$ cat src/rtl/seq_logic_unit.sv
// seq_logic_unit
//   Bit-serial logic unit. A started operation walks the captured operands
//   SLICE bits per cycle, LSB slice first, applying AND/OR/XOR/NOR. After
//   K = WIDTH/SLICE RUN cycles the assembled result is published on out.
//
// Parameters
//   WIDTH  operand/result width (must be a multiple of SLICE)
//   SLICE  bits processed per RUN cycle
//
// Ports
//   clk    rising-edge clock
//   rst    synchronous active-high reset
//   start  request a new operation (honoured in IDLE or DONE only)
//   op     00 AND, 01 OR, 10 XOR, 11 NOR
//   InpA   operand A
//   InpB   operand B
//   busy   high while in RUN
//   done   one-cycle pulse while in DONE (result just written to out)
//   out    registered result of the last completed operation
//   zero   registered, high when out == 0
//   parity XOR-reduction of out (only with SEQ_LOGIC_UNIT_PARITY_EN defined)
//
// Build option
//   SEQ_LOGIC_UNIT_PARITY_EN  adds the parity output and its register.
module seq_logic_unit #(
  parameter int WIDTH = 8,
  parameter int SLICE = 2
) (
  input  logic             clk,
  input  logic             rst,
  input  logic             start,
  input  logic [1:0]       op,
  input  logic [WIDTH-1:0] InpA,
  input  logic [WIDTH-1:0] InpB,
  output logic             busy,
  output logic             done,
  output logic [WIDTH-1:0] out,
  output logic             zero
`ifdef SEQ_LOGIC_UNIT_PARITY_EN
  ,
  output logic             parity
`endif
);

  localparam int K     = WIDTH / SLICE;
  localparam int CNT_W = (K > 1) ? $clog2(K) : 1;

  typedef enum logic [1:0] {IDLE, RUN, DONE} state_t;

  state_t             state, state_nxt;
  logic               load, finish;
  logic [CNT_W-1:0]   cnt;
  logic [1:0]         op_q;
  logic [WIDTH-1:0]   a_q, b_q, res, res_nxt;
  logic [SLICE-1:0]   slice_res;

  function automatic logic [SLICE-1:0] logic_op(input logic [1:0] o,
                                                input logic [SLICE-1:0] a,
                                                input logic [SLICE-1:0] b);
    logic [SLICE-1:0] r;
    case (o)
      2'b00:   r = a & b;
      2'b01:   r = a | b;
      2'b10:   r = a ^ b;
      default: r = ~(a | b);
    endcase
    return r;
  endfunction

  // Operands are shifted right each RUN cycle, so the active slice is
  // always the low SLICE bits. The result fills from the top, so after K
  // shifts the first slice computed lands at bit 0.
  assign slice_res = logic_op(op_q, a_q[SLICE-1:0], b_q[SLICE-1:0]);
  assign res_nxt   = (res >> SLICE) | (WIDTH'(slice_res) << (WIDTH - SLICE));

  always_comb begin
    state_nxt = state;
    load      = 1'b0;
    finish    = 1'b0;
    case (state)
      IDLE: begin
        if (start) begin
          state_nxt = RUN;
          load      = 1'b1;
        end
      end
      RUN: begin
        if (cnt == CNT_W'(K - 1)) begin
          state_nxt = DONE;
          finish    = 1'b1;
        end
      end
      DONE: begin
        if (start) begin
          state_nxt = RUN;
          load      = 1'b1;
        end else begin
          state_nxt = IDLE;
        end
      end
      default: state_nxt = IDLE;
    endcase
  end

  assign busy = (state == RUN);
  assign done = (state == DONE);

  always_ff @(posedge clk) begin
    if (rst) begin
      state  <= IDLE;
      cnt    <= '0;
      op_q   <= '0;
      a_q    <= '0;
      b_q    <= '0;
      res    <= '0;
      out    <= '0;
      zero   <= 1'b1;
`ifdef SEQ_LOGIC_UNIT_PARITY_EN
      parity <= 1'b0;
`endif
    end else begin
      state <= state_nxt;
      if (load) begin
        a_q  <= InpA;
        b_q  <= InpB;
        op_q <= op;
        cnt  <= '0;
      end else if (state == RUN) begin
        a_q <= a_q >> SLICE;
        b_q <= b_q >> SLICE;
        res <= res_nxt;
        cnt <= cnt + CNT_W'(1);
      end
      // out/zero/parity move only on the RUN->DONE transition.
      if (finish) begin
        out    <= res_nxt;
        zero   <= (res_nxt == '0);
`ifdef SEQ_LOGIC_UNIT_PARITY_EN
        parity <= ^res_nxt;
`endif
      end
    end
  end

endmodule

$ cat config.mk
export PLATFORM = sky130hd
export DESIGN_NAME = seq_logic_unit
export DESIGN_NICKNAME = d
export VERILOG_FILES = /design/src/rtl/seq_logic_unit.sv
export SDC_FILE = /design/constraint.sdc
export NUM_CORES = 1
export LEC_CHECK = 0
export ABC_AREA = 1
export CORE_MARGIN = 5
export CORE_UTILIZATION = 45
export DETAILED_ROUTE_END_ITERATION = 12
export GPL_TIMING_DRIVEN = 1
export PLACE_DENSITY = 0.74
export SLEW_MARGIN = 20
export SYNTH_ARGS = -nofsm -noshare
export SYNTH_HDL_FRONTEND = slang
export SYNTH_SLANG_ARGS = --single-unit
$ cat constraint.sdc
create_clock -name clk -period 1.4 [get_ports clk]
set_clock_uncertainty 0.2 [all_clocks]
set_input_delay 0.14 -clock clk [delete_from_list [all_inputs] [get_ports clk]]
set_output_delay 0.14 -clock clk [all_outputs]
set_load 0.03 [all_outputs]
Yosys cells after proc, flatten, opt, wreduce, memory -nomap -nowiden --
Index checks and enable logic that the tools add are counted.
Word-level totals: register bits after elaboration 39, input bits 21, output and inout bits 11, word-level logic and storage cells 43
Operators by class: $add $sub $neg 1, equality and inequality tests 7, multiplexer cells 13, bitwise gates (word level) 6, reductions and logical operators 8
Operators by type and width (count):
- 8-bit two-way mux | 4
- 2-bit case mux with 3 select lines | 2
- 8-bit zero test | 1
- 6-bit by 8-bit OR with 8-bit output | 1
- 2-bit equality test (second input constant) | 3
- 1-bit two-way mux | 5
- 2-bit by 1-bit equality test with 1-bit output (second input constant) | 2
- 2-bit zero test | 2
- 2-bit two-way mux | 2
- 2-bit AND reduction | 2
- 2-bit OR reduction | 2
- 2-bit by 1-bit adder with 2-bit output (second input constant) | 1
- 2-bit bitwise AND | 1
- 2-bit by 1-bit != test with 1-bit output (second input constant) | 1
- 2-bit != test (second input constant) | 1
- 2-bit NOT | 1
- 2-bit OR | 1
- 2-bit nonzero test | 1
- 2-bit bitwise XOR | 1
- 1-bit NOT | 1

Logic depth before layout (Yosys ltp) --
Gate-level depths: netlist of the first run.
depth after elaboration 5, mapped depth 8, depth with buffers taken out 8

Worst setup path before layout of the first run --
Ideal clock, no wire load.
path type register to register, start register a_q[1], end register res[7], setup time 0.126 ns, data arrival time 1.011 ns, data required time 1.074 ns, slack 0.063 ns, cell stages (with the launch flop) 7, buffers on the path 0, period minus slack after synthesis 1.337 ns, cells stage by stage dfxtp_1 > inv_1 > ha_1 > nand3_1 > nand2_1 > o21bai_1 > a21oi_1
Between the ends: word-level cells in the longest chain between the ends 4, elaborated cells on any way between the ends 6, classes of those cells mux: 1; bitwise: 5
Ends and longest elaborated chain:
- from (decl) | line 54 | logic [WIDTH-1:0] a_q, b_q, res, res_nxt;
- from (signal assigned) | line 124 | a_q <= InpA;
- from (signal assigned) | line 129 | a_q <= a_q >> SLICE;
- 2-bit OR | line 63, 65
- 2-bit NOT | line 65 | default: r = ~(a | b);
- 2-bit case mux with 3 select lines * | line 61 | case (o)
- 6-bit by 8-bit OR with 8-bit output * | line 74 | assign res_nxt = (res >> SLICE) | (WIDTH'(slice_res) << (WIDTH - SLICE));
- to (signal assigned) | line 131 | res <= res_nxt;
- to (decl) | line 54
Mark *: on every way between the ends. The rest lies on a longest branch, timed or not. A chain may end at the register's enable or synchronous reset.

Worst setup path in the final report of the first run --
start register cnt[0], end register zero
Between the ends: word-level cells in the longest chain between the ends 3
Ends and longest elaborated chain:
- from (decl) | line 52 | logic [CNT_W-1:0] cnt;
- from (signal assigned) | line 132 | cnt <= cnt + CNT_W'(1);
- 2-bit equality test | line 88 | if (cnt == CNT_W'(K - 1)) begin
- 1-bit two-way mux | line 88
- 1-bit two-way mux | line 80 | case (state)
- to (signal assigned) | line 137 | zero <= (res_nxt == '0);
- to (decl) | line 38 | output logic zero
No other way between the ends.

==> run metrics, run 1 <==
Layout fillers 292; Via density 4.964; Post-DP Area 2082 sq um; Reg clk slew, reported paths 0.11 ns; Critical Path Start Type flop; register area share after synthesis 0.4728; P_int between 1.5 and 2 mW; nets 287; 1st-pass router iterations 4; total power approximately 2.3 mW; # diodes 0; pre-CTS setup slack -0.1173 ns; Switching Fraction 0.2761; PwrDens 983.9 nW/um^2; worst hold path class in2reg; fin util 0.6875; vias in the first global route 1432; Final WS setup -0.009699 ns; fin. max-slew vios 0; Synth area leaders dfxtp_1 47%, nand2_1 11%, o21ai_0 8.0%, a21oi_1 6.1%, nor2_1 5.5%; outcome finished, violations left; fmax 709.4 MHz; port bufs 31; Reg area 752.0 sq um; H-Tree Level Count 2; drt drc 0; sw power 628.1 uW; worst-case hold slack roughly 0.14 ns; IO Count 32; area occupied by multi-input gates 829.5 sq um; share of layout cells above drive strength 1 0.3359; setup tns final -0.009699 ns; unrepaired setup endpoints after global routing yes; wire per inst 12.91 um; later-pin clock latency in the skew report roughly 0.34 ns; synthesized area between 1500 and 2000 sq um; CP endpoint kind flop; reg-to-reg endpoint zero; Post-Syn Nets about 230; Initial Utilization 0.4658; asr flop ratio synth 0; CP max FO 6; Final setup viols 1; yosys warns 0; reg2reg setup slack -0.01 ns; r2r startpoint cnt[0]; die area between 4000 and 5000 sq um; critical path arrival 1.50 ns; Post-synth top flop dfxtp_1; Clk pwr share 0.279; count leader, synth nand2_1; crit path from cnt[0]; final hold violation count 0; Crit Path Class reg2reg; area share of the largest cell type after synthesis 0.4728; VDD IR max 624.8 uV; total CTS buffers 5; largest area contributor in the netlist dfxtp_1; commonest cells in the netlist 46 x nand2_1, 37 x dfxtp_1, 25 x o21ai_0; vias post-DR 1529; Worst setup endpoint zero; core area 3363 sq um; first-pass GRT wire length 6258 um; Seq pwr share 0.511; Die Span Y 69 um; Cell Count, Final, Fillers Out 308; placed cell count 295; Die X ~69 um; largest net degree at the start of global routing 23; Root Buffer clkbuf_4; CTS sink count 37; GPL Wtd Cong 0.7689; relative slew slack 0.8192; Mapped Avg Cell Area 7.717 sq um; Gate power share 0.210; worst-case clock buffer depth 2; Worst-Margin Slew 0.2683 ns; antenna violations before repair 0; Final ANT Viol Nets 0; Total Wirelength 3976 um; min Tclk post-route between 1 and 1.5 ns; part of the cycle the worst path needs 1.007; Yosys cell types 24; Area Growth Syn to Fin 47.60%; Iteration-0 DRC Markers 54; R2R depth 7; number of synthesized flops with an enable pin 0; failing checks negative setup slack; Design Area, Final 2312 sq um; Leak Pwr 0.9891 nW; MaxCap Viol Count 0; # hold bufs at CTS 0; total gr overflow 0; GRT Resource Usage Total 0.1591; clock tree from TritonCTS done; CP required around 1.5 ns; Synth Register Bits 37; Syn Inst Count 203; DP HPWL between 2000 and 3000 um; Placement Rows 21
-- critical path, stage by stage, from the launching register on --
cell and delay [ns]:
dfxtp_2 0.38, ha_4 0.15, inv_2 0.04, nor2_4 0.19, nand2_2 0.10, nor2_2 0.15, nand3_2 0.09, nand2_1 0.06
-- metal layers --
layer	global-route usage	share of wire	vias up
met1	0.1970	0.44	708
met2	0.2669	0.51	31
li1	-	-	784
met4	0.03688	0.0080	0
met3	0.05233	0.046	6
met5	0	0	-
-- sequential cells by signal, indices dropped and copies added, names as in the netlist --
signal	cells
cnt	2
res	6
a_q	8
op_q	2
b_q	8
out	8
state	2
zero	1
-- kinds of logic after synthesis --
family,share of synthesized area
fa+ha+maj,0.03994
compound gates,0.1909
simple gates,0.2212
xor+xnor,0.005592
buf+inv,0.06949
flops,0.4728
-- power by group through the flow --
stage / combinational [mW] / clock [mW] / sequential (mW)
global placement: 0.385 / 0 / 1.17
floorplan: 0.213 / 0 / 1.17
global route: 0.526 / 0.686 / 1.17
finish: 0.478 / 0.634 / 1.16
detailed placement: 0.391 / 0 / 1.17
CTS: 0.435 / 0.633 / 1.16
-- placed cells by master, fill, tap and decap left out, types with 3 or more instances in the layout --
| cell type | count |
|---|---|
| a211oi_2 | 3 |
| a21oi_1 | 18 |
| a31oi_1 | 3 |
| buf_4 | 24 |
| buf_6 | 4 |
| clkbuf_2 | 6 |
| clkbuf_4 | 5 |
| clkdlybuf4s15_2 | 3 |
| clkdlybuf4s50_1 | 20 |
| dfxtp_1 | 28 |
| dfxtp_2 | 9 |
| ha_4 | 4 |
| inv_1 | 8 |
| inv_2 | 7 |
| nand2_1 | 44 |
| nand2_4 | 3 |
| nand3_1 | 3 |
| nand3_2 | 4 |
| nor2_1 | 21 |
| o21ai_0 | 17 |
| o21ai_1 | 7 |
-- layout make-up --
| type | count | area share |
|---|---|---|
| Multi-Input combinational cell | 141 | 0.3588 |
| Sequential cell | 37 | 0.3252 |
| Timing Repair Buffer | 59 | 0.2289 |
| Inverter | 17 | 0.03193 |
| Clock buffer | 7 | 0.02814 |
| Tap cell | 46 | 0.02489 |
| Clock inverter | 1 | 0.002164 |
-- timing repair --
action / in CTS / in global routing
endpoints found under the setup margin: 16 / 36
resized for setup: 41 / 38
cloned: 0 / 0
buffers inserted: 4 / 2
pin swaps: 8 / 10
-- worst min-delay path by stage --
stage                  from  endpoint  slack (ns)  cells past startpoint
finish              InpB[1]    b_q[1]        0.14                      3
global route        InpA[7]    a_q[7]        0.16                      3
CTS                 InpB[1]    b_q[1]        0.15                      3
detailed placement   a_q[6]    a_q[6]        0.25                      2
global placement     b_q[7]    b_q[7]        0.25                      2
floorplan               rst    a_q[1]       0.009                      1
Note: power is estimated with default switching activity, not from simulation.
==> run 2, diff against run 1 <==
- PLACE_DENSITY: 0.74 -> 0.73
==> run 2 against run 1 <==
The run now ends clean. Worst setup slack improved by 0.031 ns. Fmax is 2.2% higher. Final area up 0.76%. Core utilization is 0.52 points higher. Sequential power hardly changed. Cell count did not move. Clock-buffer cell count is the same. Worst hold slack better by 0.0034 ns. Combinational power shrank 4%. Global-route usage shrank 0.072 points. First-iteration DRC count rose by 30%. Largest power group unchanged. Flip-flop and latch count is the same.
==> run metrics, run 2 (synthesis gave the netlist of run 1 again) <==
unrepaired setup endpoints after global routing yes (unchanged); total CTS buffers 5 (unchanged); fin. max-slew vios 0 (unchanged); core area 3363 sq um (unchanged); VDD IR max 592.3 uV (was 624.8 uV); CP endpoint kind flop (unchanged); nets 287 (unchanged); worst hold path class in2reg (unchanged); Die Span Y 69 um (unchanged); later-pin clock latency in the skew report 0.34 ns (about the same); Iteration-0 DRC Markers 70 (was 54); Leak Pwr 0.9849 nW (was 0.9891 nW); setup tns final 0 ns (was -0.009699 ns); Worst-Margin Slew 0.2630 ns (was 0.2683 ns); fmax 725.2 MHz (was 709.4 MHz); relative slew slack 0.8245 (was 0.8192); part of the cycle the worst path needs 0.9849 (was 1.007); CP max FO 7 (was 6); DP HPWL 2635 um (was 2570 um); port bufs 31 (unchanged); CP required 1.50 ns (was 1.49 ns); Initial Utilization 0.4658 (unchanged); min Tclk post-route 1.379 ns (was 1.410 ns); first-pass GRT wire length 6154 um (was 6258 um); Reg clk slew, reported paths 0.11 ns (about the same); Die X 69 um (unchanged); fin util 0.6927 (was 0.6875); worst-case clock buffer depth 2 (unchanged); clock tree from TritonCTS done (unchanged); total gr overflow 0 (unchanged); Area Growth Syn to Fin 48.72% (was 47.60%); outcome complete, no violations (was finished, violations left); 1st-pass router iterations 4 (unchanged); antenna violations before repair 0 (unchanged); most frequent cells in the layout 44 x nand2_1, 30 x dfxtp_1, 24 x buf_4, 21 x nor2_1, 20 x clkdlybuf4s50_1 (was 44 x nand2_1, 28 x dfxtp_1, 24 x buf_4, 21 x nor2_1, 20 x clkdlybuf4s50_1); drt drc 0 (unchanged); Placement Rows 21 (unchanged); MaxCap Viol Count 0 (unchanged); IO Count 32 (unchanged); Via density 4.847 (was 4.964); Final setup viols 0 (was 1); CTS sink count 37 (unchanged); Largest regs a_q (8), b_q (8), out (8) (unchanged); Total Wirelength 3850 um (was 3976 um); Critical Path Start Type flop (unchanged); GPL Wtd Cong 0.7725 (was 0.7689); largest net degree at the start of global routing 15 (was 23); reg2reg setup slack 0.02 ns (was -0.01 ns); PwrDens 1024 nW/um^2 (was 983.9 nW/um^2); Final ANT Viol Nets 0 (unchanged); share of layout cells above drive strength 1 0.3130 (was 0.3359); Crit Path Class reg2reg (unchanged); vias in the first global route 1363 (was 1432); vias post-DR 1493 (was 1529); die area 4761 sq um (unchanged); critical path arrival 1.48 ns (was 1.50 ns); H-Tree Level Count 2 (unchanged); most common cell after layout, fill and taps aside nand2_1 (unchanged); Root Buffer clkbuf_4 (unchanged); wire per inst 12.50 um (was 12.91 um); final hold violation count 0 (unchanged); # diodes 0 (unchanged); # hold bufs at CTS 0 (unchanged); GRT Resource Usage Total 0.1584 (was 0.1591)
-- run 2: critical path, cell delays in order (launching register included) --
cell     delay (ns)
dfxtp_2        0.37
ha_4           0.14
inv_2          0.04
nor2_4         0.22
nand2_2        0.09
nor2_2         0.12
nand3_2        0.09
nand2_1        0.06
-- run 2: final timing paths --
kind / startpoint / endpoint / cells past startpoint
max reg2reg: cnt[1] / zero / 7
min reg2reg: b_q[6] / b_q[6] / 2
min: InpB[6] / b_q[6] / 3
max: cnt[1] / zero / 7
-- run 2: final cells by class --
cell class	instances	area (sq um)
fill	293	1033
tap	46	57.56
clock inverter	1	30.03
clock buffer	7	55.05
inverter	17	73.82
sequential	37	752.0
multi-input combinational	141	813.3
timing repair buffer	59	548.0
-- run 2: per-layer routing --
layer	global-route usage	part of all wire	up-vias
met5	0	0	-
met4	0.05857	0.0099	0
met3	0.04651	0.060	5
met2	0.2479	0.48	48
met1	0.2058	0.45	656
li1	-	-	784
-- run 2: timing repair --
item	4_1_cts	5_1_grt
buffers inserted	1	7
pin swaps	5	6
resized for setup	49	32
gates cloned	0	0
setup endpoints to repair	20	29
-- run 2: per-stage QoR --
| stage | area, sq um | hold WS [ns] | worst slack, ns | power, mW | instances |
|---|---|---|---|---|---|
| finish | 2330 | 0.1439 | 0.02110 | 2.385 | 308 |
| global route | 2330 | 0.1236 | -0.04336 | 2.517 | 308 |
| CTS | 2240 | 0.1331 | -0.001949 | 2.363 | 301 |
| detailed placement | 2067 | 0.2546 | -0.1154 | 1.567 | 293 |
| global placement | 2067 | 0.2505 | -0.07154 | 1.559 | 293 |
| floorplan | 1567 | 0.009414 | 0.06257 | 1.382 | 203 |
-- run 2: where the power goes --
part / total, mW / switching [mW] / internal [mW]
Clock: 0.768 / 0.342 / 0.427
Sequential: 1.16 / 0.0413 / 1.12
Combinational: 0.459 / 0.230 / 0.230
==> run 3, diff against run 2 <==
- CORE_UTILIZATION: 45 -> 50
- PLACE_DENSITY: 0.73 -> 0.77
- clock period: 1.4 -> 1.5 ns (I/O delays scaled with it)
==> run 3 against run 2 <==
Die area is 8.6% lower. Clock-buffer cell count unchanged. Wire length is 9.6% lower. Final area shrank 10%. Sequential share of layout area grew 3.3 points. Fmax shrank 7.9%. Total power decreased by 17%. Worst setup slack worse by 0.018 ns. First-iteration DRC count up 4.3%. Sequential power fell by 7%. Combinational power shrank 22%. Clock power shrank 30%. Largest cell class is now sequential cells.
==> run metrics, run 3 (synthesis gave the netlist of run 1 again) <==
Largest regs a_q (8), b_q (8), out (8) (unchanged); clock tree from TritonCTS done (unchanged); core area 3028 sq um (was 3363 sq um); Seq pwr share 0.547 (was 0.485); relative slew slack 0.7800 (was 0.8245); min Tclk post-route 1.497 ns (was 1.379 ns); Layout fillers 262 (was 293); Switching Fraction 0.2723 (was 0.2569); grt met3 use 0.03571 (was 0.04651); Reg clk slew, reported paths 0.11 ns (about the same); Clk pwr share 0.271 (was 0.322); CP max FO 3 (was 7); Total Wirelength 3480 um (was 3850 um); critical path arrival 1.59 ns (was 1.48 ns); Slowest-stage cell, CP dfxtp_2 (unchanged); later-pin clock latency in the skew report 0.34 ns (about the same); total gr overflow 0 (unchanged); Final ANT Viol Nets 0 (unchanged); met2 Track Usage GR 0.2854 (was 0.2479); Final WS setup 0.003431 ns (was 0.02110 ns); share of layout cells above drive strength 1 0.1653 (was 0.3130); nets 274 (was 287); pre-CTS setup slack 0.001687 ns (was -0.1154 ns); Crit path top cell by count nand3_1; CTS sink count 37 (unchanged); GR Util met1 0.2139 (was 0.2058); Critical Path Start Type flop (unchanged); port bufs 31 (unchanged); Crit Path Class reg2reg (unchanged); Final setup viols 0 (unchanged); worst-case hold slack 0.1476 ns (was 0.1439 ns); DP HPWL 2421 um (was 2635 um); Area Growth Syn to Fin 33.63% (was 48.72%); Die X 65.98 um (was 69 um); GRT Resource Usage Total 0.1752 (was 0.1584); 1st-pass router iterations 4 (unchanged); worst hold path class in2reg (unchanged); most frequent cells in the layout 45 x nand2_1, 33 x dfxtp_1, 25 x o21ai_0, 22 x nor2_1, 20 x clkdlybuf4s50_1 (was 44 x nand2_1, 30 x dfxtp_1, 24 x buf_4, 21 x nor2_1, 20 x clkdlybuf4s50_1); fin util 0.6913 (was 0.6927); vias in the first global route 1340 (was 1363); vias post-DR 1431 (was 1493); GPL Wtd Cong 0.8331 (was 0.7725); worst-case clock buffer depth 2 (unchanged); Most Crowded Layer GR met2 (unchanged); total CTS buffers 5 (unchanged); setup tns final 0 ns (unchanged); fmax 668.2 MHz (was 725.2 MHz); placed cell count 283 (was 293); fin. max-slew vios 0 (unchanged); wire per inst 11.92 um (was 12.50 um); PwrDens 941.5 nW/um^2 (was 1024 nW/um^2); crit-path max cell delay 0.34 ns (was 0.37 ns); # diodes 0 (unchanged); VDD IR max 510.7 uV (was 592.3 uV); CP endpoint kind flop (unchanged); # hold bufs at CTS 0 (unchanged); largest net degree at the start of global routing 16 (was 15); antenna violations before repair 0 (unchanged); Gate power share 0.182 (was 0.193); part of the cycle the worst path needs 0.9977 (was 0.9849); Root Buffer clkbuf_4 (unchanged); unrepaired setup endpoints after global routing yes (unchanged); most common cell after layout, fill and taps aside nand2_1 (unchanged); outcome complete, no violations (unchanged); die area 4353 sq um (was 4761 sq um); Cell Count, Final, Fillers Out 292 (was 308); Leak Pwr 0.9166 nW (was 0.9849 nW); crit path cell chain inv_1, ha_1, nand3_1, nand3_1, nor2_2, nand3_1, nand2_1 (was ha_4, inv_2, nor2_4, nand2_2, nor2_2, nand3_2, nand2_1); Placement Rows 20 (was 21); Initial Utilization 0.5174 (was 0.4658); final hold violation count 0 (unchanged); MaxCap Viol Count 0 (unchanged); H-Tree Level Count 2 (unchanged); sw power 536.8 uW (was 612.8 uW); first-pass GRT wire length 5830 um (was 6154 um); Worst-Margin Slew 0.3266 ns (was 0.2630 ns); Iteration-0 DRC Markers 73 (was 70); P_int 1.434 mW (was 1.773 mW); drt drc 0 (unchanged); Die Span Y 65.98 um (was 69 um); CP required 1.59 ns (was 1.50 ns); reg2reg setup slack 0.003 ns (was 0.02 ns); Via density 4.901 (was 4.847); IO Count 32 (unchanged)
-- run 3: cell types whose count changed in the layout (fill, tap and decap cells not counted), moves of 4 or more --
cell	change
clkdlybuf4s15_2	-6
dlygate4sd2_1	+8
inv_2	-5
o21ai_0	+7
buf_4	-10
inv_1	+5
nand3_2	-4
o21ai_1	-6
nand3_1	+4
-- run 3: path summary, 6_finish.rpt --
kind                            endpoint     from  depth (start not counted)
worst min-delay path              b_q[1]  InpB[1]                          3
worst min register to register    b_q[7]   b_q[7]                          2
worst max-delay path                zero   a_q[0]                          7
worst max register to register      zero   a_q[0]                          7
-- run 3: area by class of cell --
type | instances | area, sq um | share of cell area
clock buffers | 7 | 55.05 | 0.02630
flip-flops and latches | 37 | 745.7 | 0.3562
well taps | 44 | 55.05 | 0.02630
repair buffers | 46 | 421.7 | 0.2014
multi-input cells | 141 | 742.0 | 0.3545
inverters | 17 | 73.82 | 0.03527
-- run 3: worst max-delay path, delay by kind of cell (launching register included) --
kind | cells | cell delay [ns]
simple gates | 5 | 0.56
buf+inv | 1 | 0.06
fa+ha+maj | 1 | 0.30
flops | 1 | 0.34
-- run 3: power groups by stage --
| stage | Clock [mW] | Combinational (mW) | Sequential (mW) |
|---|---|---|---|
| after floorplan | 0 | 0.199 | 1.09 |
| after global placement | 0 | 0.326 | 1.10 |
| after detailed placement | 0 | 0.331 | 1.10 |
| after CTS | 0.547 | 0.346 | 1.08 |
| after global routing | 0.579 | 0.401 | 1.09 |
| final | 0.534 | 0.358 | 1.08 |
-- run 3: routing by layer --
metal	wire length, um	share of wire
met2	1606	0.46
met5	0	0
met1	1601	0.46
met3	183	0.053
met4	88	0.025
-- run 3: what timing repair did --
action / 4_1_cts / 5_1_grt
setup endpoints to repair: 12 / 15
gates resized for setup: 18 / 12
pin swaps: 1 / 2
buffers inserted: 2 / 0
hold endpoints to repair: 0 / 0
-- run 3: metrics by stage --
| stage | total power, mW | area (sq um) |
|---|---|---|
| 2_1_floorplan | 1.289 | 1567 |
| 3_3_place_gp | 1.422 | 1994 |
| 3_5_place_dp | 1.428 | 1994 |
| 4_1_cts | 1.969 | 2072 |
| 5_1_grt | 2.065 | 2093 |
| 6_report | 1.971 | 2093 |
==> RTL change 1: new RTL, settings of run 1 <==
Make the reset (`rst`) asynchronous in one clocked block. Comments in the files are not updated.
--- a/src/rtl/seq_logic_unit.sv
+++ b/src/rtl/seq_logic_unit.sv
@@ -105,7 +105,7 @@
   assign busy = (state == RUN);
   assign done = (state == DONE);
 
-  always_ff @(posedge clk) begin
+  always_ff @(posedge clk or posedge rst) begin
     if (rst) begin
       state  <= IDLE;
       cnt    <= '0;
Function: differs if rst is asserted again (counterexample within 4 cycles, from zero or initial values and one cycle with rst high); with rst held inactive, the same outputs for 10 cycles.
==> RTL change 1 against run 1 <==
Cell area rose by 5.5%. Synthesized cell count is 11% lower. Global-route usage is 2.5 points lower. Sequential cell count stayed put. Non-clock buffer count decreased by 8. Wire length down 19%. Maximum frequency grew 2.6%. Die area rose by 8.4%. Synthesized area up 9.9%. Setup slack improved by 0.035 ns.
Power is not compared: it rests on default switching activity, and its combinational part moved more than twofold at a synthesized area within 25%.
==> RTL change 1: results (changes against run 1) <==
* Status: finished clean
* CP Max Fanout at 3 (-3)
* Vias in the first global route at 1265 (-12%)
* Slew HR at 80.4% (-1.5 points)
* Post-synth ARST share at 100% (+100 points)
* Placed instance area at 2140 um^2 (+2.6%)
* Leakage at 1.13 nW
* DP HPWL at 2140 um (-17%)
* Layout cell share with drive strength beyond 1 at 34.2% (+0.60 points)
* CP top delay family: simple AND/OR/NAND/NOR gates
* Root Buffer: clkbuf_8
* Largest net degree at the start of global routing at 38 (+65%)
* Peak supply drop at 1.27 mV
* Total CTS buffers at 5 (unchanged)
* Initial antenna violation count at 0 (unchanged)
* DRT Wirelength at 3240 um (-19%)
* First-pass GRT wire length at 5460 um (-13%)
* Fillers at 302 (+3.4%)
* Iter 0 DRT Violations at 28 (-48%)
* H-tree levels at 2 (unchanged)
* N_diodes at 0 (unchanged)
* Distinct cells, synth at 22 (-8.3%)
* Area contributors post-synth: dfrtp_1 52%, nand2_1 8.9%, inv_1 5.9%
* Clock slew at reported path FFs at 0.07 ns (-0.04 ns)
* Net Count, Synth at 207 (-9.6%)
* Synth top cells by count: 41 x nand2_1, 36 x dfrtp_1, 27 x inv_1, 16 x o21ai_0, 10 x nor2_1
* Clock Path Buffers at 2 (unchanged)
* Register area share after synthesis at 53.9% (+6.6 points)
* First-pass DRT Iterations at 4 (unchanged)
* Yosys warns at 0 (unchanged)
* Routed vias/inst at 4.67 (-6.0%)
* Clk Latency, worst-skew pair at 0.29 ns (-0.05 ns)
* Tot GR Track Use at 13.4% (-2.5 points)
* Buffers on Ports at 31 (unchanged)
* Top Registers: a_q x8, b_q x8, out x8
* Max incr delay on CP at 0.40 ns (+0.02 ns)
* Post-synth top flop: dfrtp_1
* Nets at 259 (-9.8%)
* Worst endpoint data arrival time at 1.41 ns (-0.09 ns)
* Slowest cell on crit path: dfrtp_1
* Worst Hold Class: in2reg
* GP Congestion at 0.772 (+0.44%)
-- RTL change 1: path summary, 6_finish.rpt --
kind	start	to	slack, ns	depth (start not counted)
worst max register to register	b_q[0]$_DFFE_PP0P_	zero$_DFFE_PP1P_	0.03	7
min in group asynchronous	rst	out[3]$_DFFE_PP0P_	0.55	4
worst max-delay path	b_q[0]$_DFFE_PP0P_	zero$_DFFE_PP1P_	0.03	7
worst min-delay path	InpA[6]	a_q[6]$_DFFE_PP0P_	0.20	3
worst min register to register	zero$_DFFE_PP1P_	zero$_DFFE_PP1P_	0.26	2
max in group asynchronous	rst	zero$_DFFE_PP1P_	0.21	4
-- RTL change 1: kinds of logic (layout without fill, tap and decap cells) --
logic type                 Yosys count  count (layout)  synth area share (%)
adders and majority gates            5               5                  3.63
and+or+nand+nor                     65              65                  16.4
buffers and inverters               36              89                  9.37
AOI/OAI and AO/OA                   38              38                  16.7
DFF                                 37              37                  53.9
-- RTL change 1: layer usage --
layer | global-route usage [%] | wire, um
met1 | 16.7 | 1460
met2 | 20.8 | 1480
met3 | 4.63 | 225
met4 | 6.68 | 74
met5 | 0 | 0
-- RTL change 1: repair_timing --
item / in CTS / in global routing
resized for setup: 12 / 39
hold buffers: 1 / 0
hold endpoints to repair: 36 / 0
buffers inserted: 1 / 7
pin swaps: 1 / 13
endpoints found under the setup margin: 9 / 37
-- RTL change 1: report_power, final --
part / switching (mW) / internal [mW] / leakage, nW
clock: 0.368 / 0.580 / 0.0585
combinational: 1.67 / 1.33 / 0.609
sequential: 0.267 / 1.55 / 0.465
total: 2.30 / 3.46 / 1.13
-- RTL change 1: through the flow --
stage	cells	setup slack [ns]	TNS (ns)	total power [mW]	hold slack, ns
floorplan	181	0.0576	0	3.53	0.0610
global placement	265	-0.0901	-1.31	4.25	0.260
detailed placement	265	-0.124	-1.60	4.29	0.260
CTS	275	0.00242	0	5.31	0.186
global route	282	-0.0453	-0.126	6.21	0.196
finish	282	0.0254	0	5.76	0.200
-- RTL change 1: layout make-up --
cell class	instances	area [um^2]	share of cell area (%)
clock buffer	7	86.3	3.54
clock inverter	1	30.0	1.23
inverter	30	120	4.93
multi-input combinational	108	732	30.0
sequential	37	927	38.0
tap	48	60.1	2.46
timing repair buffer	51	483	19.8
-- RTL change 1: tightest hold or removal path: stages --
cell             delay (ns)
clkdlybuf4s50_1        0.39
nand2_1                0.08
o21ai_2                0.05
==> RTL change 2: new RTL, config.mk and constraints of run 1 <==
Without the edit above. `WIDTH`: 8 -> 16.
--- a/src/rtl/seq_logic_unit.sv
+++ b/src/rtl/seq_logic_unit.sv
@@ -23,7 +23,7 @@
 // Build option
 //   SEQ_LOGIC_UNIT_PARITY_EN  adds the parity output and its register.
 module seq_logic_unit #(
-  parameter int WIDTH = 8,
+  parameter int WIDTH = 16,
   parameter int SLICE = 2
 ) (
   input  logic             clk,
Ports: changed (resized InpA, InpB and out); port bits go from 32 to 56. No check against the original RTL was run, so the function may have changed too.
==> RTL change 2 against run 1 <==
Wire length up 85%. Via count up 80%. Sequential cell count up 33. The flow still finishes with violations (negative setup slack). Cell area up 79%. Synthesized cell count up 83%. Power up 100%. Highest routed layer unchanged. Critical endpoint is now a_q[10]$_SDFFE_PP0P_. Setup slack worse by 0.039 ns. Synthesized area up 88%. Largest power group unchanged. Maximum frequency down 2.7%.
==> RTL change 2: results (changes against run 1) <==
* Status: complete, but fails checks
* Clock slew at reported path FFs at 0.07 ns (-0.04 ns)
* Synth top cells by count: 70 x dfxtp_1, 66 x nand2_1, 43 x nor2_1, 43 x o21ai_0, 33 x a21oi_1
* Iter 0 DRT Violations at 159 (+190%)
* Layout cell share with drive strength beyond 1 at 28.2% (-5.4 points)
* Area contributors post-synth: dfxtp_1 48%, nand2_1 8.4%, o21ai_0 7.3%
* Violated checks: negative setup slack
* Largest net degree at the start of global routing at 26 (+13%)
* H-tree levels at 3 (+1)
* Root Buffer: clkbuf_8
* Distinct cells, synth at 32 (+33%)
* Max incr delay on CP at 0.35 ns (-0.03 ns)
* Final Worst Setup Slack at -0.0487 ns (-0.0390 ns)
* Fin cells at 538 (+75%)
* GP Congestion at 0.813 (+5.7%)
* Net Count, Synth at 414 (+81%)
* Vias in the first global route at 2597 (+81%)
* Slew @ Worst Pin at 0.335 ns (+0.0671 ns)
* Routed vias/inst at 5.10 (+2.8%)
* Setup Viol. Count Final at 4 (+3)
* DRT Wirelength at 7370 um (+85%)
* Leakage at 1.70 nW (+72%)
* Pre-CTS setup slack at -0.224 ns (-0.106 ns)
* Buffers on Ports at 55 (+77%)
* Register area share after synthesis at 47.6% (+0.29 points)
==> RTL change 2: cell types whose count changed after synthesis, sizes merged, moves of 7 or more <==
cell / run 1 / this run
a21oi: 19 / 38
buf: 5 / 17
dfxtp: 37 / 70
inv: 17 / 24
nand2: 49 / 76
nor2: 24 / 43
nor3: 1 / 8
o21ai: 26 / 48
==> RTL change 2: kinds of logic (layout without fill, tap and decap cells) <==
logic type	after synthesis	count (layout)	share of synthesized area [%]
XOR/XNOR	1	1	0.297
AND/OR/NAND/NOR	153	154	22.9
adder cells (fa/ha/maj)	6	6	2.55
AO/OA/AOI/OAI	95	95	17.8
flip-flops	70	70	47.6
buffers and inverters	46	135	8.88
==> RTL change 2: area by class of cell <==
type	instances	area share, %
clock buffers	11	3.17
clock inverters	5	1.21
inverters	24	2.72
multi-input cells	256	33.9
flip-flops and latches	70	34.0
well taps	77	2.32
repair buffers	94	22.5
repair inverters	1	0.151
==> RTL change 2: power by group <==
part	leakage, nW	switching, mW	internal (mW)	total (mW)
clock	0.0968	0.742	0.812	1.55
sequential	0.577	0.0847	2.12	2.21
combinational	1.03	0.394	0.386	0.779
==> RTL change 2: final timing paths <==
kind,end,startpoint,slack (ns)
setup reg to reg,a_q[10]$_SDFFE_PP0P_,state[0]$_SDFFE_PP0P_,-0.05
hold reg to reg,b_q[14]$_SDFFE_PP0P_,b_q[14]$_SDFFE_PP0P_,0.27
hold / removal,b_q[1]$_SDFFE_PP0P_,InpB[1],0.17
setup / recovery,a_q[10]$_SDFFE_PP0P_,state[0]$_SDFFE_PP0P_,-0.05
==> RTL change 2: worst max-delay path: cells and delay by family, from the launching register on <==
| kind | cells | cell delay, ns |
|---|---|---|
| DFF | 1 | 0.35 |
| buffers and inverters | 2 | 0.34 |
| AOI/OAI and AO/OA | 2 | 0.24 |
| and+or+nand+nor | 2 | 0.20 |
==> RTL change 2: routing by layer <==
metal / vias to the layer above / part of all wire [%] / global-route usage [%]
met2: 82 / 51 / 30.3
met5: - / 0 / 0
li1: 1394 / - / -
met3: 10 / 5.6 / 5.75
met1: 1259 / 42 / 19.3
met4: 0 / 1.2 / 5.99
==> RTL change 2: what timing repair did <==
action | 4_1_cts | 5_1_grt
setup buffers | 6 | 6
cloned | 1 | 3
endpoints found under the setup margin | 45 | 52
gates resized for setup | 50 | 45
pin swaps | 3 | 14
hold buffers | 0 | 0
==> RTL change 2: per-stage QoR <==
stage / utilization [%] / TNS (ns) / hold WS, ns
final: 65.3 / -0.0813 / 0.174
after global routing: 65.3 / -0.896 / 0.189
after CTS: 62.0 / -0.0260 / 0.143
after detailed placement: 57.1 / -5.59 / 0.256
after global placement: 57.1 / -4.29 / 0.252
after floorplan: - / 0 / 0.0812
